`src/rtl/melody_sequencer.sv`:
```
// Note sequencer: fetches packed note codes from a synchronous song ROM, plays each note as a
// silent gap followed by a timed sounding phase, and grades player lateness in learn mode.
module melody_sequencer #(
    parameter int              NOTE_W   = 6,
    parameter int              ADDR_W   = 10,
    parameter longint unsigned UNIT_CYC = 6250000,
    parameter longint unsigned GAP_CYC  = 2000000,
    parameter int              MISS_W   = 32,
    parameter longint unsigned GRADE_A  = 900000000,
    parameter longint unsigned GRADE_B  = 2000000000
) (
    input  logic              clk,
    input  logic              reset,
    input  logic              start,
    input  logic              abort,
    input  logic              pause,
    input  logic              learn,
    input  logic              loop_en,
    input  logic [ADDR_W-1:0] song_base,
    input  logic [ADDR_W-1:0] song_len,
    input  logic              key_match,
    output logic [ADDR_W-1:0] rom_addr,
    input  logic [NOTE_W-1:0] rom_data,
    output logic [NOTE_W-3:0] pitch,
    output logic              sounding,
    output logic [NOTE_W-3:0] expect_pitch,
    output logic [ADDR_W-1:0] index,
    output logic              busy,
    output logic              done,
    output logic [MISS_W-1:0] miss_cyc,
    output logic [1:0]        grade,
    output logic [2:0]        fsm_state
);

    localparam int          PW     = NOTE_W - 2;
    localparam logic [31:0] UNIT32 = 32'(UNIT_CYC);
    localparam logic [31:0] GAP32  = 32'(GAP_CYC);

    if ((UNIT_CYC << 3) > 64'hFFFF_FFFF) begin : g_unit_check
        $error("UNIT_CYC << 3 does not fit in 32 bits");
    end
    if (GAP_CYC == 0) begin : g_gap_check
        $error("GAP_CYC must be at least 1");
    end

    typedef enum logic [2:0] {
        S_IDLE, S_FETCH, S_LOAD, S_GAP, S_WAIT_KEY, S_PLAY, S_DONE
    } state_t;

    state_t            state;
    logic              learn_r;
    logic              loop_r;
    logic [ADDR_W-1:0] base_r;
    logic [ADDR_W-1:0] len_r;
    logic [NOTE_W-1:0] note_r;
    logic [31:0]       cnt;
    logic              snd_r;

    logic [PW-1:0]     note_pitch;
    logic [1:0]        dclass;
    logic [31:0]       play_len;
    logic              gap_last;
    logic              play_last;
    logic [ADDR_W-1:0] idx_next;
    logic              end_song;
    logic [MISS_W-1:0] miss_inc;

    assign note_pitch = note_r[PW-1:0];
    assign dclass     = note_r[NOTE_W-1:NOTE_W-2];
    assign play_len   = UNIT32 << dclass;
    assign gap_last   = (cnt == GAP32 - 32'd1);
    assign play_last  = (cnt == play_len - 32'd1);
    assign idx_next   = index + 1'b1;
    assign end_song   = (idx_next == len_r);
    assign miss_inc   = (&miss_cyc) ? miss_cyc : miss_cyc + 1'b1;

    // Pause mutes the buzzer immediately while the pitch stays visible on the display.
    assign sounding  = snd_r & ~pause;
    assign fsm_state = state;

    function automatic logic [1:0] grade_of(input logic lrn, input logic [MISS_W-1:0] m);
        if (!lrn)                 return 2'd2;
        else if (64'(m) < GRADE_A) return 2'd2;
        else if (64'(m) < GRADE_B) return 2'd1;
        else                       return 2'd0;
    endfunction

    always_ff @(posedge clk or negedge reset) begin
        if (!reset) begin
            state        <= S_IDLE;
            learn_r      <= 1'b0;
            loop_r       <= 1'b0;
            base_r       <= '0;
            len_r        <= '0;
            note_r       <= '0;
            cnt          <= '0;
            snd_r        <= 1'b0;
            rom_addr     <= '0;
            pitch        <= '0;
            expect_pitch <= '0;
            index        <= '0;
            busy         <= 1'b0;
            done         <= 1'b0;
            miss_cyc     <= '0;
            grade        <= '0;
        end else begin
            done <= 1'b0;
            if (abort) begin
                state        <= S_IDLE;
                busy         <= 1'b0;
                snd_r        <= 1'b0;
                pitch        <= '0;
                expect_pitch <= '0;
            end else if (!pause) begin
                case (state)
                    S_IDLE, S_DONE: begin
                        if (start) begin
                            index    <= '0;
                            miss_cyc <= '0;
                            grade    <= '0;
                            learn_r  <= learn;
                            loop_r   <= loop_en;
                            base_r   <= song_base;
                            len_r    <= song_len;
                            if (song_len == '0) begin
                                state <= S_DONE;
                                done  <= 1'b1;
                                grade <= grade_of(learn, '0);
                            end else begin
                                state    <= S_FETCH;
                                busy     <= 1'b1;
                                rom_addr <= song_base;
                            end
                        end
                    end
                    S_FETCH: state <= S_LOAD;
                    S_LOAD: begin
                        note_r <= rom_data;
                        cnt    <= '0;
                        state  <= S_GAP;
                    end
                    S_GAP: begin
                        if (gap_last) begin
                            cnt <= '0;
                            if (learn_r && note_pitch != '0) begin
                                state        <= S_WAIT_KEY;
                                expect_pitch <= note_pitch;
                            end else begin
                                state <= S_PLAY;
                                pitch <= note_pitch;
                                snd_r <= (note_pitch != '0);
                            end
                        end else begin
                            cnt <= cnt + 32'd1;
                        end
                    end
                    S_WAIT_KEY: begin
                        // The matching cycle itself is not counted as late.
                        if (key_match) begin
                            state        <= S_PLAY;
                            expect_pitch <= '0;
                            pitch        <= note_pitch;
                            snd_r        <= 1'b1;
                        end else begin
                            miss_cyc <= miss_inc;
                        end
                    end
                    S_PLAY: begin
                        if (play_last) begin
                            pitch <= '0;
                            snd_r <= 1'b0;
                            cnt   <= '0;
                            if (end_song) begin
                                if (loop_r && !learn_r) begin
                                    index    <= '0;
                                    state    <= S_FETCH;
                                    rom_addr <= base_r;
                                end else begin
                                    index <= idx_next;
                                    state <= S_DONE;
                                    busy  <= 1'b0;
                                    done  <= 1'b1;
                                    grade <= grade_of(learn_r, miss_cyc);
                                end
                            end else begin
                                index    <= idx_next;
                                state    <= S_FETCH;
                                rom_addr <= base_r + idx_next;
                            end
                        end else begin
                            cnt <= cnt + 32'd1;
                        end
                    end
                    default: state <= S_IDLE;
                endcase
            end
        end
    end

endmodule

```
`config.mk`:
```
export PLATFORM = sky130hd
export DESIGN_NAME = melody_sequencer
export DESIGN_NICKNAME = d
export VERILOG_FILES = /design/src/rtl/melody_sequencer.sv
export SDC_FILE = /design/constraint.sdc
export NUM_CORES = 1
export LEC_CHECK = 0
export ABC_CLOCK_PERIOD_IN_PS = 3900
export CORE_MARGIN = 5
export CORE_UTILIZATION = 50
export CTS_BUF_LIST = sky130_fd_sc_hd__clkbuf_4
export DETAILED_ROUTE_END_ITERATION = 8
export GPL_ROUTABILITY_DRIVEN = 0
export GPL_TIMING_DRIVEN = 0
export MAX_ROUTING_LAYER = met4
export PLACE_DENSITY_LB_ADDON = 0.12
export SKIP_CTS_REPAIR_TIMING = 1
export SYNTH_ARGS = -nofsm -noshare
export SYNTH_HDL_FRONTEND = slang
export SYNTH_SLANG_ARGS = --single-unit
```
`constraint.sdc`:
```
create_clock -name clk -period 3.9 [get_ports clk]
set_input_delay 0.975 -clock clk [delete_from_list [all_inputs] [get_ports clk]]
set_output_delay 0.975 -clock clk [all_outputs]
set_load 0.01 [all_outputs]
```
======== Yosys cells after proc, flatten, opt, wreduce, memory -nomap -nowiden ========
Cells that the tools add are included.
word-level totals
  flip-flop bits (word level) ............. 128
  input port bits ......................... 34
  output and inout bits ................... 68
  word-level logic and storage cells ...... 153
operators by class
  $add $sub $neg .......................... 5
  order comparisons ....................... 2
  eq/ne operators ......................... 27
  shift operators ......................... 1
  mux-type cells .......................... 74
  bitwise gates (word level) .............. 3
  reductions and logical operators ........ 25
operator list
  cell                                                                            count
  32-bit two-way mux                                                              5
  32-bit one-hot mux with 3 select lines                                          1
  10-bit two-way mux                                                              9
  32-bit by 1-bit adder with 32-bit output, second input constant                 2
  32-bit one-hot mux with 2 select lines                                          1
  4-bit two-way mux                                                               11
  10-bit one-hot mux with 2 select lines                                          2
  32-bit by 21-bit equality test with 1-bit output, second input constant         1
  32-bit equality test                                                            1
  32-bit by 30-bit less-than comparator with 1-bit output, second input constant  1
  32-bit by 31-bit less-than comparator with 1-bit output, second input constant  1
  32-bit AND reduction                                                            1
  23-bit by 2-bit << shifter with 32-bit output, first input constant             1
  32-bit by 1-bit subtractor with 32-bit output, second input constant            1
  3-bit != test, second input constant                                            10
  3-bit two-way mux                                                               9
  1-bit two-way mux                                                               22
  7-bit AND reduction                                                             3
  3-bit one-hot mux with 6 select lines                                           1
  2-bit != test, second input constant                                            8
  5-bit AND reduction                                                             3
  2-bit two-way mux                                                               7
  4-bit one-hot mux with 3 select lines                                           1
  6-bit AND reduction                                                             2
  other kinds (22)                                                                33

======== Longest topological paths before layout ========
  depth after elaboration ................. 8
  mapped depth ............................ 13
  gate-level depth less buffers ........... 12

======== Worst setup path after synthesis ========
Ideal clock, no wire load.
  kind .................................... input -> register
  start point ............................. input abort
  end point ............................... register miss_cyc[10]
  library setup time ...................... 0.132 ns
  arrival ................................. 2.988 ns
  data required time ...................... 3.768 ns
  slack ................................... 0.780 ns
  stages on the path ...................... 9
  cells stage by stage .................... clkbuf_1 > or2_2 > clkbuf_1 > a211o_1 > clkbuf_1 > nor2_1 > buf_2 > clkbuf_1 > nor2_1
on the way
  cells in the longest elaborated chain, start to end .. 2
RTL lines
  what                                  RTL line  RTL
  from (decl)                           15        input logic abort,
  1-bit NOT (no source line)            n/a
  6-bit AND reduction (no source line)  n/a
  to (signal assigned)                  165       miss_cyc <= miss_inc;
  to (decl)                             30        output logic [MISS_W-1:0] miss_cyc,
Every way passes these cells.
A chain may end at the register's enable or synchronous reset.

======== Final worst setup path ========
  start point ............................. register index[0]
  end point ............................... register rom_addr[4]
on the way
  cells in the longest elaborated chain, start to end .. 5
  elaborated cells between the ends (all ways) .. 8
  those cells by class .................... 2 x add/sub; 2 x eq/ne; 3 x mux; 1 x reduce/logical
RTL lines
  what                                                         RTL line  RTL
  from (decl)                                                  27        output logic [ADDR_W-1:0] index,
  from (signal assigned)                                       179       index <= idx_next;
  from (signal assigned)                                       186       index <= idx_next;
  10-bit by 1-bit adder with 10-bit output *                   73        assign idx_next = index + 1'b1;
  10-bit adder / 10-bit equality test (equally long branches)  188, 74
  10-bit two-way mux                                           173       if (end_song) begin
  10-bit two-way mux                                           169       if (play_last) begin
  10-bit one-hot mux with 2 select lines                       115       case (state)
  to (signal assigned)                                         132       rom_addr <= song_base;
  to (signal assigned)                                         177       rom_addr <= base_r;
  to (signal assigned)                                         188       rom_addr <= base_r + idx_next;
  to (decl)                                                    22        output logic [ADDR_W-1:0] rom_addr,
Every way passes the cells marked *; elsewhere a longest branch is shown, timed or not. The select of a mux whose other input is x is not followed.

==> results by group <==
Power and ir drop
  – Clock share of power: 0.239
  – PwrDens: 392 nW/um^2
  – Static Leakage: between 3 and 4 nW
  – Psw: 1.25 mW
  – Sequential share of power: 0.456
  – Total power: about 3.7 mW
  – Maximum vdd ir drop: 0.324 mV
  – Internal: about 2.5 mW
  – Switch share: 0.336
  – Comb pwr share: 0.305

Die
  – Die height: ~140 um
  – Die W: 136 um
  – Io pins: 102
  – Die Area: ~19000 sq um
  – Std cell rows: 46
  – Starting Density: 0.505
  – Core area: around 16000 sq um

Global route
  – First-pass GRT wire length: approximately 36000 um
  – Initial antenna violation count: 1
  – Largest net degree at the start of global routing: 66
  – Total global routing overflow: 0
  – GRT Overall Usage: 0.248
  – Number of global-route vias before repair: 6832

STA
  – Fin. Hold Viols: 0
  – Worst Tran Pin Value: 1.02 ns
  – Max-slew violation count: 0
  – TNS Setup: 0 ns
  – Final setup fails: 0
  – RSZ-0062 raised after global routing: false
  – Relative slew slack: 0.313
  – Worst hold slack: 0.394 ns
  – Setup Skew: 0.0191 ns
  – Crit share post-route: 0.954
  – Peak Freq: 269 MHz
  – Min Tclk post-route: 3.72 ns

Clock tree
  – CTS Buf Count: 17
  – CTS tree: built
  – H-tree Lvls: 4
  – Clock Latency Late Sink: 0.57 ns
  – Sink Count: 128
  – Clock transition at path regs: between 0.1 and 0.15 ns
  – Maximum clock path buffer count: 2
  – Root Buffer: clkbuf_4

Yosys
  – Synth Register Bits: around 130
  – Synth area leader: dfrtp_1
  – Syn_area_per_cell: 9.16 sq um
  – Ys flop type: dfrtp_1
  – Cells after Synth: between 800 and 900
  – Mapped cell area: between 7000 and 8000 sq um
  – Syn. warnings: 0
  – Seq/Total Area, Yosys: 0.402
  – Count of cell types in the netlist: 73
  – EDFF count, synth: 0
  – Synth top area cells: dfrtp_1 40%, nor2_1 4.3%, mux2_2 4.2%, xor2_1 3.6%, nand2_1 3.5%
  – Most numerous cell in the Yosys netlist: dfrtp_1
  – Most instantiated cells after synthesis: 128 x dfrtp_1, 91 x nor2_1, 75 x nand2_1, 40 x o21ai_0, 38 x clkbuf_1
  – Ys async rst share: 1.00
  – Syn Nets: 916
  – Top cell type's share of synthesized area: 0.402

Route
  – Total number of vias: 7247
  – Total wire length: 21800 um
  – Drt wl/cell: 17.9 um
  – Drt via density: 5.95
  – DRT iter0 DRCs: 747
  – First drt pass iteration count: 5
  – Post-route ant nets: 0
  – Residual DRC: 0

Cells and area
  – Finished Layout Cells: 1219
  – Share of layout cells above drive strength 1: 0.0888
  – Nets: 1036
  – Area delta synth->final: 19.6%
  – Fill cells: 1446
  – Core Util, Final: 0.604

Place
  – Placed insts: ~1.2k
  – I/O Buffers: 100
  – Post-DP HPWL: ~16000 um

Job
  – Maxcap violations: 0

Outcome
  – Status: finished clean

Critical path
  – Reg-to-reg setup timing slack: roughly 0.18 ns
  – Crit. End Element: flop
  – Critical path class: reg -> reg
  – Startpoint types: flop
  – CP Max Fanout: 10
  – Worst EP arrival: around 4.2 ns
  – CP required: 4.35 ns

Hold path
  – Tightest Hold Check Type: in -> async
## cell type report
class	instances	area, sq um	area share
clock inverters	10	93.8	0.00985
diodes	1	2.50	0.000263
clock buffers	22	165	0.0173
inverters	25	93.8	0.00985
well taps	216	270	0.0284
multi-input cells	672	4490	0.471
repair buffers	101	1030	0.108
flip-flops and latches	128	3200	0.336
plain buffers	44	179	0.0188
## per-layer routing
metal	up-vias	track usage	routed length (um)
li1	3465	-	-
met1	3541	0.342	10100
met2	212	0.371	10100
met3	29	0.0537	1270
met4	0	0.0700	395
met5	-	-	0
## sequential cells by signal, summed over array words and instances (netlist names), 2 cells and up
signal	count
cnt	32
miss_cyc	32
base_r	10
index	10
len_r	10
rom_addr	10
note_r	6
expect_pitch	4
pitch	4
fsm_state	3
grade	2
## critical path, cell delays in order, from the launching register on
cell       delay (ns)
dfrtp_1          0.54
ha_1             0.32
nand3_1          0.23
o311ai_1         0.79
o2111ai_1        0.31
nor4_1           0.72
or3_1            0.21
buf_6            0.18
mux2_4           0.31
## cell families after synthesis
kind of cell / Yosys count / share of synthesized area
compound gates: 189 / 0.165
buf+inv: 69 / 0.0343
simple gates: 358 / 0.231
flops: 128 / 0.402
fa+ha+maj: 13 / 0.0214
xor+xnor: 58 / 0.0673
mux: 54 / 0.0783
## path summary, 6_finish.rpt
kind,start,to,cells after the start
min in group clk,rom_addr[6],rom_addr[6],1
min,reset,miss_cyc[25],1
max,index[0],rom_addr[4],8
max in group asynchronous,reset,cnt[9],2
max reg2reg,index[0],rom_addr[4],8
min reg2reg,rom_addr[6],rom_addr[6],1
## metrics by stage
stage / cell area, sq um / setup WS [ns]
after floorplan: 7960 / 0.780
final: 9520 / 0.179
after detailed placement: 9260 / -0.415
after CTS: 9520 / 0.213
after global routing: 9520 / 0.0163
after global placement: 9230 / -3.37
## placed cells by master (no fill, tap or decap), types with 4 or more instances in the layout
cell type and n:
a211oi_1 5, a21oi_1 31, a22o_1 9, a31oi_1 20, a41oi_1 6, and2_1 7
and3_1 21, and4_1 7, buf_2 5, clkbuf_1 38, clkbuf_4 22, clkdlybuf4s50_1 99
clkinv_1 5, dfrtp_1 128, ha_1 12, inv_1 24, mux2_2 30, mux2_4 9
mux2i_1 15, nand2_1 75, nand2b_1 9, nand3_1 35, nand4_1 33, nor2_1 91
nor2b_1 10, nor3_1 18, nor3b_1 5, nor4_1 18, o2111ai_1 5, o211ai_1 7
o21a_1 4, o21ai_0 40, o21bai_1 4, o311a_1 4, o31ai_1 18, or2_2 4
or3_1 4, xnor2_1 23, xor2_1 33
## power by group through the flow
stage / Sequential, mW / Combinational [mW] / Clock [mW]
floorplan: 1.70 / 0.735 / 0
global placement: 1.72 / 1.11 / 0
detailed placement: 1.72 / 1.13 / 0
CTS: 1.70 / 1.13 / 0.920
global route: 1.73 / 1.24 / 0.970
finish: 1.70 / 1.14 / 0.893
No activity file was read; power rests on OpenSTA's default activity.
